===== config.mk =====
export PLATFORM = sky130hd
export DESIGN_NAME = sync_fifo_flags
export DESIGN_NICKNAME = d
export VERILOG_FILES = /design/src/rtl/sync_fifo_flags.sv
export SDC_FILE = /design/constraint.sdc
export NUM_CORES = 1
export LEC_CHECK = 0
export CORE_MARGIN = 5
export CORE_UTILIZATION = 50
export DETAILED_ROUTE_END_ITERATION = 10
export PLACE_DENSITY = 0.71
export RECOVER_POWER = 50
export SYNTH_ARGS = -nofsm -noshare
export SYNTH_HDL_FRONTEND = slang
export SYNTH_SLANG_ARGS = --single-unit

===== constraint.sdc =====
create_clock -name clk -period 4 [get_ports clk]
set_clock_uncertainty 0.1 [all_clocks]
set_input_delay 1.2 -clock clk [delete_from_list [all_inputs] [get_ports clk]]
set_output_delay 1.2 -clock clk [all_outputs]
set_load 0.02 [all_outputs]

===== src/rtl/sync_fifo_flags.sv =====
// Single-clock FIFO with occupancy count, almost-full/almost-empty thresholds and sticky error flags.
// Define SYNC_FIFO_FWFT_EN for first-word-fall-through reads; otherwise reads are registered.
module sync_fifo_flags #(
  parameter int DEPTH    = 8,
  parameter int DWIDTH   = 16,
  parameter int AF_LEVEL = 6,
  parameter int AE_LEVEL = 2
) (
  input  logic                     clk,
  input  logic                     rst,
  input  logic                     wr_en,
  input  logic [DWIDTH-1:0]        wr_data,
  input  logic                     rd_en,
  output logic [DWIDTH-1:0]        rd_data,
  output logic                     rd_valid,
  output logic                     full,
  output logic                     empty,
  output logic                     almost_full,
  output logic                     almost_empty,
  output logic [$clog2(DEPTH):0]   count,
  output logic                     overflow,
  output logic                     underflow
);

  localparam int AW = $clog2(DEPTH);
  localparam int PW = AW + 1;
  localparam logic [PW-1:0] AF_CNT = PW'(AF_LEVEL);
  localparam logic [PW-1:0] AE_CNT = PW'(AE_LEVEL);

  logic [DWIDTH-1:0] mem_q [DEPTH];

  logic [PW-1:0] w_ptr_q, w_ptr_d;
  logic [PW-1:0] r_ptr_q, r_ptr_d;
  logic          overflow_q, overflow_d;
  logic          underflow_q, underflow_d;

  logic [AW-1:0] w_addr, r_addr;
  logic [PW-1:0] count_c;
  logic          full_c, empty_c;
  logic          wr_acc, rd_acc;

  assign w_addr  = w_ptr_q[AW-1:0];
  assign r_addr  = r_ptr_q[AW-1:0];
  assign empty_c = (w_ptr_q == r_ptr_q);
  assign full_c  = (w_addr == r_addr) && (w_ptr_q[AW] != r_ptr_q[AW]);
  assign count_c = w_ptr_q - r_ptr_q;

  // Acceptance is decided on the pre-edge state, so a full FIFO refuses a write even while popping.
  assign wr_acc = wr_en && !full_c;
  assign rd_acc = rd_en && !empty_c;

  always_comb begin
    w_ptr_d     = w_ptr_q;
    r_ptr_d     = r_ptr_q;
    overflow_d  = overflow_q | (wr_en & full_c);
    underflow_d = underflow_q | (rd_en & empty_c);
    if (wr_acc) w_ptr_d = w_ptr_q + PW'(1);
    if (rd_acc) r_ptr_d = r_ptr_q + PW'(1);
  end

  always_ff @(posedge clk) begin
    if (rst) begin
      w_ptr_q     <= '0;
      r_ptr_q     <= '0;
      overflow_q  <= 1'b0;
      underflow_q <= 1'b0;
    end else begin
      w_ptr_q     <= w_ptr_d;
      r_ptr_q     <= r_ptr_d;
      overflow_q  <= overflow_d;
      underflow_q <= underflow_d;
    end
  end

  // Storage is left unreset so it maps onto block RAM.
  always_ff @(posedge clk) begin
    if (wr_acc) mem_q[w_addr] <= wr_data;
  end

`ifdef SYNC_FIFO_FWFT_EN
  assign rd_data  = empty_c ? '0 : mem_q[r_addr];
  assign rd_valid = !empty_c;
`else
  logic [DWIDTH-1:0] rd_data_q, rd_data_d;
  logic              rd_valid_q, rd_valid_d;

  always_comb begin
    rd_data_d  = rd_data_q;
    rd_valid_d = rd_acc;
    if (rd_acc) rd_data_d = mem_q[r_addr];
  end

  always_ff @(posedge clk) begin
    if (rst) begin
      rd_data_q  <= '0;
      rd_valid_q <= 1'b0;
    end else begin
      rd_data_q  <= rd_data_d;
      rd_valid_q <= rd_valid_d;
    end
  end

  assign rd_data  = rd_data_q;
  assign rd_valid = rd_valid_q;
`endif

  assign full         = full_c;
  assign empty        = empty_c;
  assign count        = count_c;
  assign almost_full  = (count_c >= AF_CNT);
  assign almost_empty = (count_c <= AE_CNT);
  assign overflow     = overflow_q;
  assign underflow    = underflow_q;

endmodule

# Word level (Yosys, flattened, before mapping)
# Memory sizes are Yosys's and may differ from the RTL's. A register that Yosys moved wholly into a read port is not among the register bits.
# Cells that the tools add are included.
[totals]
ram_bits = 128
input_bits = 20
out_inout_bits = 27
wordCells = 25
n_memories = 1
ff_bits = 11
[memory_table]
columns = ["name", "depth", "word_bits", "read_ports", "rd_ports_with_merged_regs", "write_ports", "line_no", "source"]
rows = [
  ["mem_q", 8, 16, 1, 1, 1, "30", "logic [DWIDTH-1:0] mem_q [DEPTH];"],
]
[op_classes]
bitwise_logic = 4
n_eq_ne = 3
mux = 2
n_addsub = 3
order_cmp = 2
n_reduce_logical = 5
[ops]
columns = ["op", "count"]
rows = [
  ["$add A4 B1 Y4 const B", 2],
  ["$eq A4 B4 Y1", 1],
  ["$ge A4 B3 Y1 const B", 1],
  ["$le A4 B2 Y1 const B", 1],
  ["$sub A4 B4 Y4", 1],
  ["$eq A3 B3 Y1", 1],
  ["$logic_and A1 B1 Y1", 3],
  ["$and A1 B1 Y1", 2],
  ["$logic_not A1 Y1", 2],
  ["$mux W1", 2],
  ["$or A1 B1 Y1", 2],
  ["$ne A1 B1 Y1", 1],
]

# Depth between registers and ports, before layout
[logic_depth]
word_depth = 6
ltp_mapped = 10
ltp_nobuf = 6

# Worst setup path before layout
# Ideal clock, no wire load.
[synth_timing]
path_kind = "register to register"
start = "register r_ptr_q[1]"
end = "memory mem_q[1][0], enable pin"
synth_period_minus_slack_ns = 3.536
arrival_ns = 3.027
t_required_ns = 3.491
setup_time_ns = 0.409
setup_slack_ns = 0.464
n_path_buf = 3
path_stages_with_launch = 10
path_cell_list = "dfxtp_1 buf_6 buf_6 buf_4 inv_1 ha_1 nand3_1 o21ai_1 or2_2 nor3_1"
[synth_between]
elab_chain_cells = 6
[synth_lines]
columns = ["element", "line_no", "source"]
rows = [
  ["start: declaration", "33", "logic [PW-1:0] r_ptr_q, r_ptr_d;"],
  ["start signal: assignment", "69", "r_ptr_q <= r_ptr_d;"],
  ["$eq A3 B3 Y1", "45", "assign full_c = (w_addr == r_addr) && (w_ptr_q[AW] != r_ptr_q[AW]);"],
  ["$logic_and A1 B1 Y1", "45", ""],
  ["$logic_not A1 Y1", "49", "assign wr_acc = wr_en && !full_c;"],
  ["$logic_and A1 B1 Y1", "49", ""],
  ["$mux W1", "77", "if (wr_acc) mem_q[w_addr] <= wr_data;"],
  ["$mux W1 (not written as such)", "77", ""],
  ["end: declaration", "30", ""],
]
# No other way between the ends.

# Worst setup path in the final report
[layout_timing]
start = "register w_ptr_q[0]"
end = "output port almost_empty"
[layout_between]
elab_chain_cells = 2
[layout_lines]
columns = ["element", "line_no", "source"]
rows = [
  ["start: declaration", "32", "logic [PW-1:0] w_ptr_q, w_ptr_d;"],
  ["start signal: assignment", "68", "w_ptr_q <= w_ptr_d;"],
  ["$sub A4 B4 Y4", "46", "assign count_c = w_ptr_q - r_ptr_q;"],
  ["$le A4 B2 Y1", "111", "assign almost_empty = (count_c <= AE_CNT);"],
  ["end: declaration", "19", "output logic almost_empty,"],
]
# No other way between the ends.

==> impl_metrics.py <==
metrics = {
    "floorplan": {
        "die_h_um": 120,
        "die_area_um2": 14500,
        "start_util": 0.508,
        "placementRows": 40,
        "core_um2": 12000,
        "num_io_pins": 47,
        "die_w_um": 120,
    },
    "power_and_ir_drop": {
        "seq_power_share": 0.456,
        "swShare": 0.235,
        "p_clk_frac": 0.400,
        "ir_drop_uv": 249,
        "power.switching_uw": 950,
        "p_int_uw": 3090,
        "p_leak_uw": 0.00237,
        "p_comb_frac": 0.144,
        "powerDensity_nw_per_um2": 552,
    },
    "global_route": {
        "first_global_vias": 3358,
        "grt_max_degree": 31,
        "antenna_found_initial": 1,
        "grt_pass1_wl_um": 18500,
        "track_usage": 0.174,
        "overflow": 0,
    },
    "logic_synthesis": {
        "synth_area_leader_cell": "edfxtp_1",
        "synth.most_common_cell": "edfxtp_1",
        "avgSynthCellArea_um2": 16.9,
        "synth_cell_types": 38,
        "postSynthCellCount": 361,
        "synth_ff_type": "edfxtp_1",
        "netlist_area_um2": 6100,
        "ys_seq_elements": 155,
        "async_reset_ff_frac": 0,
        "ys_top_cells_by_area": "edfxtp_1 63%, dfxtp_1 8.9%, mux4_2 5.9%, mux2i_1 5.4%, nor2_1 2.0%",
        "synth_commonest_cells": "128 x edfxtp_1, 33 x mux2i_1, 33 x nor2_1",
        "synth_top_area_frac": 0.630,
        "syn-num-nets": 387,
        "yosysSeqAreaShare": 0.718,
        "yosysWarnings": 0,
        "synth_edf_count": 128,
    },
    "placement": {
        "io_buffers": 46,
        "post-place-ws_ps": 543,
        "dp.final_hpwl_um": 6830,
        "place_congestion": 0.815,
    },
    "routing": {
        "wl_per_cell_um": 20.3,
        "drt_iter0_drc": 170,
        "vias_per_cell": 5.60,
        "dr_total_vias": 3256,
        "postRouteAntennaNets": 0,
        "dr.pass1.iters": 5,
        "drc_errors": 0,
        "routed_wl_um": 11800,
    },
    "sta": {
        "fmax_mhz": 262,
        "setup_violations": 0,
        "min_period_ps": 3820,
        "post-route-period-util": 0.954,
        "worstMarginPinSlew_ps": 1480,
        "slew_viol_final": 0,
        "layout_setup_ws_ps": 182,
        "timing.slew.headroom": 0.0151,
        "rsz0062_at_grt": "false",
        "timing_hold_violations_final": 0,
        "setup-tns-final_ps": 0,
    },
    "worst_setup_path": {
        "r2r_start": "w_ptr_q[2]",
        "arrival_ps": 2520,
        "cp_max_fo": 4,
        "cp-end-kind": "primary output",
        "required_ps": 2700,
        "crit_start": "w_ptr_q[0]",
        "path_class": "flip-flop to primary output",
        "crit_path_start_kind": "flip-flop",
    },
    "final_layout": {
        "final_util": 0.610,
        "area_growth_pct": 20.0,
        "nFillCells": 921,
        "layout-drive-gt1-share": 0.178,
        "nNetsFinal": 446,
    },
    "clock_tree": {
        "h-tree-depth": 4,
        "cts_buffer_depth": 2,
        "worstSkewPairLatency_ps": 400,
        "root_buffer": "clkbuf_16",
        "cts_setup_buffers": 0,
        "clkTransAtPathRegs_ps": 60,
        "cts_resized": 0,
        "clock-sinks": 155,
        "cts_hold_buf": 0,
        "cts_buffers": 17,
        "cts_tree": "done",
    },
    "min_path": {
        "hp-start": "underflow",
        "min_path_type": "flip-flop to flip-flop",
    },
    "run_status": {
        "status": "finished clean",
    },
    "flow_run": {
        "maxCapViolations": 0,
    },
}
[critical path, stage by stage, from the launching register on]
cell,delay [ps]
dfxtp_1,370
inv_1,90
ha_1,230
fa_1,390
xnor2_1,170
a21oi_1,130
o21a_1,140
clkdlybuf4s50_1,600
[placed cells by master, fill, tap and decap left out, types with 4 or more instances in the layout]
| cell type | instances |
|---|---|
| xnor2_1 | 4 |
| nor2_1 | 33 |
| dfxtp_1 | 25 |
| nand2_1 | 6 |
| clkbuf_16 | 17 |
| dlygate4sd3_1 | 18 |
| mux2i_1 | 33 |
| mux4_2 | 16 |
| clkinv_2 | 5 |
| clkdlybuf4s50_1 | 28 |
| nor3_1 | 15 |
| inv_1 | 7 |
| edfxtp_1 | 128 |
| o22ai_1 | 16 |
| buf_4 | 12 |
| a21oi_1 | 6 |
| a211oi_1 | 8 |
| ha_1 | 5 |
| bufinv_16 | 4 |
| a211oi_2 | 8 |
[logic make-up after synthesis]
group	synth area share
buffers and inverters	0.0285
xor gates and xnor gates	0.0139
adders and majority gates	0.0135
AOI/OAI and AO/OA	0.0615
and+or+nand+nor	0.0509
muxes	0.113
DFF	0.718
[final cells by class]
type | instances | area [um^2] | share of cell area
Inverter | 7 | 26.3 | 0.00359
Sequential cell | 155 | 4390 | 0.599
Tap cell | 147 | 184 | 0.0251
Clock buffer | 18 | 429 | 0.0586
Antenna cell | 1 | 2.50 | 0.000342
Multi-Input combinational cell | 179 | 1560 | 0.213
Timing Repair Buffer | 60 | 558 | 0.0762
Clock inverter | 14 | 178 | 0.0243
[metal layers]
layer,wire length (um),track usage,up-vias,share of wire
met1,4800,0.222,1638,0.41
li1,-,-,1523,-
met5,0,0,-,0
met2,6200,0.287,89,0.53
met4,104,0.0722,0,0.0088
met3,708,0.0430,6,0.060
[power by group through the flow]
stage,clock network (uW),registers [uW],logic (uW)
after detailed placement,0,1880,590
final,1620,1840,581
after CTS,1650,1840,596
after global placement,0,1870,580
after global routing,1720,1850,629
after floorplan,0,1920,330
[registers in the layout (all words and copies together), names as in the netlist]
register and flops:
rd_data 16, r_ptr_q 4, rd_valid 1, mem_q 128, overflow 1, underflow 1
w_ptr_q 4
[metrics by stage]
| step | instance area (um^2) | power (uW) | std cells | hold slack (ps) |
|---|---|---|---|---|
| 5_1_grt | 7320 | 4200 | 581 | 408 |
| 2_1_floorplan | 6100 | 2250 | 361 | 367 |
| 3_3_place_gp | 6720 | 2450 | 548 | 346 |
| 4_1_cts | 7330 | 4080 | 580 | 381 |
| 6_report | 7320 | 4040 | 581 | 373 |
| 3_5_place_dp | 6720 | 2470 | 548 | 364 |
[worst paths after layout]
path | to | slack, ps | cells past startpoint
max | almost_empty | 180 | 7
min | underflow | 370 | 2
max reg2reg | w_ptr_q[3] | 1200 | 6
min reg2reg | underflow | 370 | 2
No activity file was read; power rests on OpenSTA's default activity.
